==> src/rtl/jogo_pkg.sv <==
// Shared types and defaults for the note-evaluation game logic.
// Holds the FSM encoding, default window timing and the window computation.
package jogo_pkg;

    typedef enum logic [1:0] {
        OCIOSO    = 2'd0,
        JANELA    = 2'd1,
        RESULTADO = 2'd2
    } estado_t;

    localparam int unsigned JANELA_BASE_PADRAO = 1000;
    localparam int unsigned REDUCAO_PADRAO     = 100;
    localparam int unsigned JANELA_MIN_PADRAO  = 200;
    localparam int unsigned NUM_BOTOES         = 4;

    // A reduction larger than the base would wrap, so it clamps like any short window.
    function automatic logic [15:0] calc_janela(input int unsigned base,
                                                input int unsigned reducao,
                                                input int unsigned minimo,
                                                input logic [2:0]  linhas);
        logic [19:0] produto;
        logic [19:0] resto;
        produto = 20'(reducao) * 20'(linhas);
        resto   = 20'(base) - produto;
        if (produto > 20'(base) || resto < 20'(minimo)) begin
            return 16'(minimo);
        end
        return resto[15:0];
    endfunction

endpackage

==> src/rtl/avaliador_jogada_if.sv <==
// Round-control and result bundle between the game controller and the evaluator.
interface avaliador_jogada_if;
    import jogo_pkg::*;

    logic                  iniciar;
    logic [NUM_BOTOES-1:0] nota_alvo;
    logic [NUM_BOTOES-1:0] botoes;
    logic [2:0]            linhas_bloq;
    logic                  acertou;
    logic                  errou;
    logic                  pronto;
    logic [15:0]           tempo_resposta;

    modport master (
        output iniciar, nota_alvo, botoes, linhas_bloq,
        input  acertou, errou, pronto, tempo_resposta
    );

    modport slave (
        input  iniciar, nota_alvo, botoes, linhas_bloq,
        output acertou, errou, pronto, tempo_resposta
    );

endinterface

==> src/rtl/detector_borda.sv <==
// Registers a synchronous level bus and flags bits that rose since the previous cycle.
module detector_borda #(
    parameter int unsigned LARGURA = 4
) (
    input  logic               clock,
    input  logic               reset,
    input  logic [LARGURA-1:0] entrada,
    output logic [LARGURA-1:0] borda
);

    logic [LARGURA-1:0] entrada_q;
    logic [LARGURA-1:0] entrada_d;

    always_comb begin
        entrada_d = entrada;
    end

    always_ff @(posedge clock) begin
        if (reset) begin
            entrada_q <= '0;
        end else begin
            entrada_q <= entrada_d;
        end
    end

    assign borda = entrada & ~entrada_q;

endmodule

==> src/rtl/avaliador_jogada.sv <==
// Evaluates one player press against a one-hot target note inside a shrinking response window.
// Emits a single-cycle hit or miss pulse and the measured response time.
module avaliador_jogada
    import jogo_pkg::*;
#(
    parameter int unsigned JANELA_BASE = JANELA_BASE_PADRAO,
    parameter int unsigned REDUCAO     = REDUCAO_PADRAO,
    parameter int unsigned JANELA_MIN  = JANELA_MIN_PADRAO
) (
    input logic               clock,
    input logic               reset,
    avaliador_jogada_if.slave bus
);

    estado_t               estado_q,   estado_d;
    logic [NUM_BOTOES-1:0] nota_q,     nota_d;
    logic [15:0]           contador_q, contador_d;
    logic [15:0]           tempo_q,    tempo_d;
    logic                  acertou_q,  acertou_d;
    logic                  errou_q,    errou_d;
    logic                  pronto_q,   pronto_d;

    logic [NUM_BOTOES-1:0] borda;
    logic [15:0]           janela;

    detector_borda #(
        .LARGURA (NUM_BOTOES)
    ) u_detector_borda (
        .clock   (clock),
        .reset   (reset),
        .entrada (bus.botoes),
        .borda   (borda)
    );

    assign janela = calc_janela(JANELA_BASE, REDUCAO, JANELA_MIN, bus.linhas_bloq);

    // NOTE: every always_comb output gets a default first so no path can infer a latch.
    always_comb begin
        estado_d   = estado_q;
        nota_d     = nota_q;
        contador_d = contador_q;
        tempo_d    = tempo_q;
        acertou_d  = 1'b0;
        errou_d    = 1'b0;

        case (estado_q)
            OCIOSO: begin
                if (bus.iniciar && $onehot(bus.nota_alvo)) begin
                    nota_d     = bus.nota_alvo;
                    contador_d = janela;
                    tempo_d    = '0;
                    estado_d   = JANELA;
                end
            end

            JANELA: begin
                // Any press ends the round, even on the last window cycle.
                if (borda != '0) begin
                    acertou_d = (borda == nota_q);
                    errou_d   = (borda != nota_q);
                    estado_d  = RESULTADO;
                end else begin
                    if (tempo_q != 16'hFFFF) begin
                        tempo_d = tempo_q + 16'd1;
                    end
                    contador_d = contador_q - 16'd1;
                    if (contador_q <= 16'd1) begin
                        errou_d  = 1'b1;
                        estado_d = RESULTADO;
                    end
                end
            end

            RESULTADO: begin
                estado_d = OCIOSO;
            end

            default: begin
                estado_d = OCIOSO;
            end
        endcase

        pronto_d = (estado_d == OCIOSO);
    end

    // NOTE: state is updated with <= so every flop samples the same pre-edge values.
    always_ff @(posedge clock) begin
        if (reset) begin
            estado_q   <= OCIOSO;
            nota_q     <= '0;
            contador_q <= '0;
            tempo_q    <= '0;
            acertou_q  <= 1'b0;
            errou_q    <= 1'b0;
            pronto_q   <= 1'b1;
        end else begin
            estado_q   <= estado_d;
            nota_q     <= nota_d;
            contador_q <= contador_d;
            tempo_q    <= tempo_d;
            acertou_q  <= acertou_d;
            errou_q    <= errou_d;
            pronto_q   <= pronto_d;
        end
    end

    assign bus.acertou        = acertou_q;
    assign bus.errou          = errou_q;
    assign bus.pronto         = pronto_q;
    assign bus.tempo_resposta = tempo_q;

endmodule
==> src/flat_wrapper.sv <==
// flat-port wrapper written by rule: the top's interface ports become plain ports
module avaliador_jogada_flat import jogo_pkg::*;
#(
    parameter int unsigned JANELA_BASE = JANELA_BASE_PADRAO,
    parameter int unsigned REDUCAO     = REDUCAO_PADRAO,
    parameter int unsigned JANELA_MIN  = JANELA_MIN_PADRAO
)
  (clock, reset, bus_iniciar, bus_nota_alvo, bus_botoes, bus_linhas_bloq, bus_acertou, bus_errou, bus_pronto, bus_tempo_resposta);
  avaliador_jogada_if bus_i ();
  input logic clock;
  input logic reset;
  input wire logic [$bits(bus_i.iniciar)-1:0] bus_iniciar;
  input wire logic [$bits(bus_i.nota_alvo)-1:0] bus_nota_alvo;
  input wire logic [$bits(bus_i.botoes)-1:0] bus_botoes;
  input wire logic [$bits(bus_i.linhas_bloq)-1:0] bus_linhas_bloq;
  output wire logic [$bits(bus_i.acertou)-1:0] bus_acertou;
  output wire logic [$bits(bus_i.errou)-1:0] bus_errou;
  output wire logic [$bits(bus_i.pronto)-1:0] bus_pronto;
  output wire logic [$bits(bus_i.tempo_resposta)-1:0] bus_tempo_resposta;
  assign bus_i.iniciar = bus_iniciar;
  assign bus_i.nota_alvo = bus_nota_alvo;
  assign bus_i.botoes = bus_botoes;
  assign bus_i.linhas_bloq = bus_linhas_bloq;
  assign bus_acertou = bus_i.acertou;
  assign bus_errou = bus_i.errou;
  assign bus_pronto = bus_i.pronto;
  assign bus_tempo_resposta = bus_i.tempo_resposta;
  avaliador_jogada #(.JANELA_BASE(JANELA_BASE), .REDUCAO(REDUCAO), .JANELA_MIN(JANELA_MIN)) u_core (.clock(clock), .reset(reset), .bus(bus_i));
endmodule
==> config.mk <==
export PLATFORM = sky130hd
export DESIGN_NAME = avaliador_jogada_flat
export DESIGN_NICKNAME = d
export VERILOG_FILES = /design/src/rtl/jogo_pkg.sv /design/src/rtl/avaliador_jogada_if.sv /design/src/rtl/detector_borda.sv /design/src/rtl/avaliador_jogada.sv /design/src/flat_wrapper.sv
export SDC_FILE = /design/constraint.sdc
export NUM_CORES = 1
export LEC_CHECK = 0
export CORE_AREA = 2 2 91 93
export CTS_CLUSTER_DIAMETER = 150
export DETAILED_ROUTE_END_ITERATION = 10
export DIE_AREA = 0 0 93 95
export REMOVE_ABC_BUFFERS = 1
export SLEW_MARGIN = 30
export SYNTH_ARGS = -nofsm -noshare
export SYNTH_HDL_FRONTEND = slang
export SYNTH_SLANG_ARGS = --single-unit
==> constraint.sdc <==
create_clock -name clock -period 4.1 [get_ports clock]
set_clock_uncertainty 0.15 [all_clocks]
set_input_delay 0.82 -clock clock [delete_from_list [all_inputs] [get_ports clock]]
set_output_delay 0.82 -clock clock [all_outputs]
set_load 0.05 [all_outputs]
### Yosys cells after proc, flatten, opt, wreduce, memory -nomap -nowiden

Index checks and enable logic that the tools add are counted.

| cells by class | value |
|---|---|
| equality and inequality tests | 8 |
| magnitude comparators | 3 |
| add/subtract/negate cells | 6 |
| multiplexer cells | 16 |
| multiply operators | 1 |
| bitwise operators | 4 |
| reductions and logical operators | 11 |

Operators by type and width:

| operator | count |
|---|---|
| $mux 16 | 7 |
| $pmux 16 s2 | 2 |
| $lt 20x8->1 const B | 1 |
| $add 16x1->16 const B | 1 |
| $le 16x1->1 const B | 1 |
| $ne 16x16->1 const B | 1 |
| $sub 16x1->16 const B | 1 |
| $sub 10x10->11 const A | 1 |
| $gt 10x10->1 const B | 1 |
| $mul 5x3->8 const A | 1 |
| $mux 2 | 3 |
| $add 1x1->2 | 2 |
| $and 4x4->4 | 1 |
| $eq 4x4->1 | 1 |
| $logic_not 2->1 | 2 |
| $ne 2x1->1 const B | 2 |
| $ne 4x4->1 | 1 |
| $not 4->4 | 1 |
| $pmux 2 s2 | 1 |
| $reduce_and 4->1 | 1 |
| $reduce_bool 4->1 | 1 |
| $add 3x3->3 | 1 |
| $eq 3x1->1 const B | 1 |
| $mux 1 | 3 |
| other kinds (10) | 11 |

| storage, ports and cells | value |
|---|---|
| logic and storage cells | 57 |
| input port bits | 14 |
| register bits | 45 |

### Longest topological paths before layout

Gate-level depths: netlist of run 1.

| depth | value |
|---|---|
| word-level depth | 8 |
| gate-level depth with buffers | 10 |
| depth with buffers taken out | 10 |

### Cells and area by module

Synthesis of run 1 repeated with hierarchy kept, for this count alone.

| second synthesis, totals | value |
|---|---|
| cell total of the unflattened synthesis | 327 |
| area total of the unflattened synthesis | 2,713.9 um^2 |

Modules (own cells, without submodules):

| module | cells an instance | instances | seq. area each (um^2) | area each (um^2) |
|---|---|---|---|---|
| avaliador_jogada | 315 | 1 | 820.8 | 2,573.7 |
| detector_borda | 12 | 1 | 80.1 | 140.1 |

### Worst setup path after synthesis of run 1

OpenSTA, ideal clock, no wires.

| timing path | value |
|---|---|
| path kind | input-to-reg |
| start | input bus_nota_alvo[2] |
| end | register u_core.tempo_q[15] (netlist: u_core.bus.tempo_resposta[15]) |
| data arrival time | 2,984 ps |
| slack | 839 ps |
| stages | 10 |
| cell sequence | ha_1 > ha_1 > fa_1 > nor4_1 > and3_1 > buf_2 > a21oi_1 > nor4_1 > xnor2_1 > nor2_1 |

| on the way | value |
|---|---|
| longest elaborated chain between the ends | 6 |

Ends and longest elaborated chain:

| item | line | source |
|---|---|---|
| start: declaration | flat_wrapper.sv:13 | `input wire logic [$bits(bus_i.nota_alvo)-1:0] bus_nota_alvo;` |
| $add 1x1->2 (implied by the code) | avaliador_jogada.sv:48 | `if (bus.iniciar && $onehot(bus.nota_alvo)) begin` |
| $add 3x3->3 (implied by the code) | avaliador_jogada.sv:48 |  |
| $eq 3x1->1 | avaliador_jogada.sv:48 |  |
| $logic_and 1x1->1 | avaliador_jogada.sv:48 |  |
| $ne 2x1->1 (no line) | - |  |
| $reduce_and 4->1 (no line) | - |  |
| end signal: assignment | avaliador_jogada.sv:100 | `tempo_q <= tempo_d;` |
| end: declaration | avaliador_jogada.sv:18 | `logic [15:0] tempo_q, tempo_d;` |

Every way passes these cells.
A chain may end at the register's enable or synchronous reset.

### Worst setup path after layout of run 1

Ends and elaborated chain as after synthesis.

==> metrics.txt, run 1 <==
Final Total Pwr=1.06 mW; asr flop ratio synth=0%; htree depth=2; synthesized instance count=324; post-synthesis sequential area ratio=34.6%; Arr. time, crit path=3490 ps; first-pass GRT wire length=9.74 mm; Worst Tran Pin Value=816 ps; # hold bufs at CTS=0; Worst setup EP type=flop; Max-Cap Viols=0; Final Cycle Share=84.4%; EDFF count, synth=0; Unique masters post-synth=45; RSZ-0062 raised after global routing=false; CTS tree=built; Power Density=334 nW/um2; Setup CP Type=in2reg; register bit count reported by yosys=45; fmax=0.289 GHz; setup TNS=0 ps; Wirelength per Cell=12.1 um; remaining antenna violation count=0; Final nets=390; Residual DRC=0; largest net degree at the start of global routing=32; post-CTS setup buffer count=0; Hold Vio Cnt, Final=0; Most used DFF post-synth=dfxtp_1; Pre-antenna DRT Iters=4; Longest Clk Path Bufs=2; Final Setup Violations=0; die outline area=8840 um2; grt ovf=0; Critical Path, Cell by Cell=clkdlybuf4s50_1, ha_1, ha_1, fa_1, nor4_1, and3_1, a21oi_1, nor4_1, xnor2_1, nor2_1; CP top delay family=simple AND/OR/NAND/NOR gates; synthesis-to-layout area growth=22.4%; Yosys Warn Count=0; fin. max-slew vios=0; Via density=5.14; most numerous cell in the Yosys netlist=dfxtp_1; layout cells sized above 1=6.67%; Final Wtd Congestion=0.784; Mean Syn Cell Area=8.03 um2; # IOs=33; initial antenna violation count=0; Initial Util=32.8%; ranking of synthesized cells by area=dfxtp_1, ha_1, a21oi_1, xor2_1, nor2_1; critical path launch point type=input pin; die height=95 um; WL final=5.62 mm; root buf cell=clkbuf_8; CP max stage delay=430 ps; worst-path fanout max=9; # diodes=0; WP buf/inv=1; Skew-Pair Late Insertion Delay=300 ps; final critical-path required period=3460 ps; Site Rows=33; vias in the first global route=2,199; Post-DP HPWL=4.19 mm; Yosys top cell by area=dfxtp_1; via count=2,392; 1st-iter DRT viols=105; top cell type's share of synthesized area=34.6%; Slew headroom=45.1%; IO buf count=32; Post-Syn Area=2600 um2; top cells by count, synth=dfxtp_1, nor2_1, a21oi_1, nand2_1, o21ai_0; HP Class=reg2reg; GRT Util Overall=13.4%; CP max-delay cell=clkdlybuf4s50_1; LEAKAGE=1.21 nW; Reg clk slew, reported paths=80 ps; Core Area=7930 um2; Num CTS Buffers=5; worst path required time=4130 ps; status=complete, no violations; clock tree sinks=45; Post-CTS Resized=0; Worst VDD drop=0.129 mV; overall die width=93 um
[worst min-delay path: cells and delay by family (launching register included)]
kind            cells  cell delay [ps]
compound gates      1               50
simple gates        1               50
flops               1              310
[layout by cell type (no fill, tap or decap), types with 5 or more instances in the layout]
cell type / synthesis / final
dfxtp_1: 45 / 45
nor4_1: 7 / 7
a21oi_1: 27 / 27
nand2_1: 23 / 23
ha_1: 15 / 15
and3_1: 9 / 9
clkdlybuf4s50_1: 0 / 32
nand4_1: 11 / 11
clkbuf_8: 0 / 5
xnor2_1: 6 / 6
nor3_1: 20 / 20
a211oi_1: 5 / 5
buf_4: 0 / 11
nand2b_1: 5 / 5
nand3_1: 13 / 13
nor2b_1: 10 / 10
nor2_1: 33 / 33
o21ai_0: 22 / 22
xor2_1: 15 / 15
inv_1: 5 / 5
[final timing paths]
kind / startpoint / end / slack [ps] / cells past startpoint
worst min register to register: u_core.contador_q[12] / u_core.contador_q[12] / 310 / 2
worst max register to register: u_core.contador_q[4] / u_core.contador_q[7] / 1650 / 6
worst min-delay path: u_core.contador_q[12] / u_core.contador_q[12] / 310 / 2
worst max-delay path: bus_nota_alvo[2] / u_core.bus.tempo_resposta[15] / 640 / 10
[cell families (layout without fill, tap and decap cells)]
logic type | Yosys count | after routing | synth area share [%]
simple gates | 151 | 151 | 31.0
fa+ha+maj | 16 | 16 | 7.98
buf+inv | 19 | 55 | 2.84
compound gates | 72 | 72 | 16.5
xor+xnor | 21 | 21 | 7.07
flops | 45 | 45 | 34.6
[routing by layer]
| layer | vias up | routed length, um | track usage [%] |
|---|---|---|---|
| met3 | 6 | 204 | 2.39 |
| li1 | 1247 | - | - |
| met2 | 46 | 2650 | 23.5 |
| met4 | 0 | 69 | 4.04 |
| met1 | 1093 | 2690 | 16.9 |
| met5 | - | 0 | 0 |
[state kept, by name (all words and copies together), names as in the netlist]
signal and flops:
u_core.bus.acertou 1, u_core.contador_q 16, u_core.u_detector_borda.entrada_q 4, u_core.bus.pronto 1, u_core.nota_q 4, u_core.bus.tempo_resposta 16
u_core.estado_q 2, u_core.bus.errou 1
[layout make-up]
type,instances,area [um2]
flip-flops and latches,45,901
fillers,825,4740
multi-input cells,260,1630
clock inverters,2,35.0
clock buffers,5,68.8
repair buffers,43,403
well taps,105,131
inverters,5,18.8
[through the flow]
| stage | utilization [%] | hold slack [ps] | instances | setup WS (ps) | area, um2 |
|---|---|---|---|---|---|
| final | 40.2 | 307 | 465 | 640 | 3180 |
| after global placement | 38.9 | 294 | 458 | 319 | 3080 |
| after detailed placement | 38.9 | 302 | 458 | 301 | 3080 |
| after CTS | 40.2 | 313 | 465 | 623 | 3180 |
| after floorplan | - | 276 | 310 | 725 | 2550 |
| after global routing | 40.2 | 347 | 465 | 387 | 3180 |
[power by group]
group	leakage, nW	internal (mW)	switching (mW)
Sequential	0.365	0.455	0.0169
Clock	0.0540	0.177	0.148
Combinational	0.794	0.109	0.159
(Power assumes the default switching activity.)
==> run 2: changes to the inputs <==
==> constraint.sdc (replaced) <==
create_clock -name clock -period 2.9 [get_ports clock]
set_clock_uncertainty 0.15 [all_clocks]
set_input_delay 0.58 -clock clock [delete_from_list [all_inputs] [get_ports clock]]
set_output_delay 0.58 -clock clock [all_outputs]
set_load 0.05 [all_outputs]
==> metrics.txt, run 2 (same netlist as run 1, synthesis figures left out) <==
status=complete, no violations; WP buf/inv=4; DP Area=3310 um2; Final Cycle Share=96.0%; final hold slack=307 ps; # IOs=33; Final nets=427; synthesis-to-layout area growth=42.0%; Pre-antenna DRT Iters=4; Final Wtd Congestion=0.889; dpl cells=487; CP top delay family=buffers and inverters; Critical Path, Cell by Cell=clkdlybuf4s50_1, buf_4, ha_1, buf_4, nor2_2, a21o_1, a31oi_4, buf_4, a211oi_1, nor3_1; Wirelength per Cell=13.1 um; Residual DRC=0; first-pass GRT wire length=11.2 mm; Initial Util=32.8%; worst path required time=2910 ps; GRT Util Overall=15.5%; # hold bufs at CTS=0; Post-DP HPWL=4.73 mm; Hold Vio Cnt, Final=0; die height=95 um; fin. max-slew vios=0; root buf cell=clkbuf_8; Slew headroom=59.5%; layout cells sized above 1=21.9%; critical path launch point type=input pin; # diodes=0; Core Area=7930 um2; Final Non-Filler Cells=502; vias in the first global route=2,491; Site Rows=33; commonest non-fill, non-tap cell in the layout=dfxtp_1; remaining antenna violation count=0; CP max-delay cell=clkdlybuf4s50_1; Worst Tran Pin Value=606 ps; initial antenna violation count=0; HP Class=reg2reg; Worst VDD drop=0.226 mV; Skew-Pair Late Insertion Delay=300 ps; Setup CP Type=in2reg; die outline area=8840 um2; Reg clk slew, reported paths=80 ps; 1st-iter DRT viols=100; via count=2,576; CP max stage delay=420 ps; WL final=6.60 mm; largest net degree at the start of global routing=23; most frequent cells in the layout=dfxtp_1, buf_4, nor2_1; Worst setup EP type=flop; Via density=5.13; post-route design area=3690 um2; LEAKAGE=1.46 nW; Max-Cap Viols=0; grt ovf=0; setup TNS=0 ps; fmax=0.359 GHz; htree depth=2; clock tree sinks=45; worst-path fanout max=10; CTS tree=built; overall die width=93 um; Longest Clk Path Bufs=2; Final Total Pwr=1.65 mW; Num CTS Buffers=5; final critical-path required period=2780 ps; Power Density=447 nW/um2; Top cell by count, worst path=buf_4; Arr. time, crit path=2800 ps; IO buf count=32; Final Setup Violations=0
==> run 2: cell count changes in the layout (fill, tap and decap cells not counted), sizes merged <==
cell           previous run  this run
buf                      11        48
dlymetal6s2s              0         4
clkdlybuf4s50            32        26
clkbuf                    5         7
==> run 2: path summary, 6_finish.rpt <==
path                                                    from                            end  slack (ps)  cells past startpoint
worst max-delay path                      bus_linhas_bloq[0]           u_core.contador_q[5]         120                     10
worst max register to register  u_core.bus.tempo_resposta[3]  u_core.bus.tempo_resposta[10]         580                      6
worst min-delay path                   u_core.contador_q[14]          u_core.contador_q[14]         310                      2
worst min register to register         u_core.contador_q[14]          u_core.contador_q[14]         310                      2
==> run 2: what timing repair did <==
action / in CTS / in global routing
setup buffers: 5 / 1
cloned: 2 / 0
endpoints found under the setup margin: 31 / 31
gates resized for setup: 29 / 25
pin swaps: 11 / 15
hold endpoints to repair: 0 / 0
==> run 2: worst reg2reg max path: stages (launching register included) <==
cell     delay (ps)
dfxtp_1         420
and4_1          300
and4_1          300
nand4_1         510
nand4_1         330
xor2_1          160
nor2_1           60
==> run 2: per-stage QoR <==
step,worst slack (ps),utilization [%]
after global placement,-563,41.8
final,116,46.6
after floorplan,-235,-
after CTS,0.538,45.3
after global routing,-89.0,46.6
after detailed placement,-642,41.8
==> run 2: area by class of cell <==
class | instances | area [um2]
inverters | 5 | 18.8
clock inverters | 2 | 35.0
repair buffers | 80 | 721
flip-flops and latches | 45 | 901
clock buffers | 5 | 68.8
well taps | 105 | 131
fillers | 772 | 4230
multi-input cells | 260 | 1820
==> run 2: where the power goes <==
part / switching, mW / internal (mW) / leakage, nW / total, mW
combinational: 0.274 / 0.248 / 1.04 / 0.521
sequential: 0.0260 / 0.644 / 0.365 / 0.670
clock: 0.208 / 0.251 / 0.0540 / 0.459
total: 0.508 / 1.14 / 1.46 / 1.65
==> run 2: layer usage <==
| metal | up-vias | global-route usage (%) | part of all wire (%) |
|---|---|---|---|
| li1 | 1319 | - | - |
| met1 | 1195 | 17.6 | 43 |
| met2 | 51 | 28.6 | 51 |
| met3 | 11 | 3.11 | 4.1 |
| met4 | 0 | 5.76 | 1.8 |
| met5 | - | 0 | 0 |
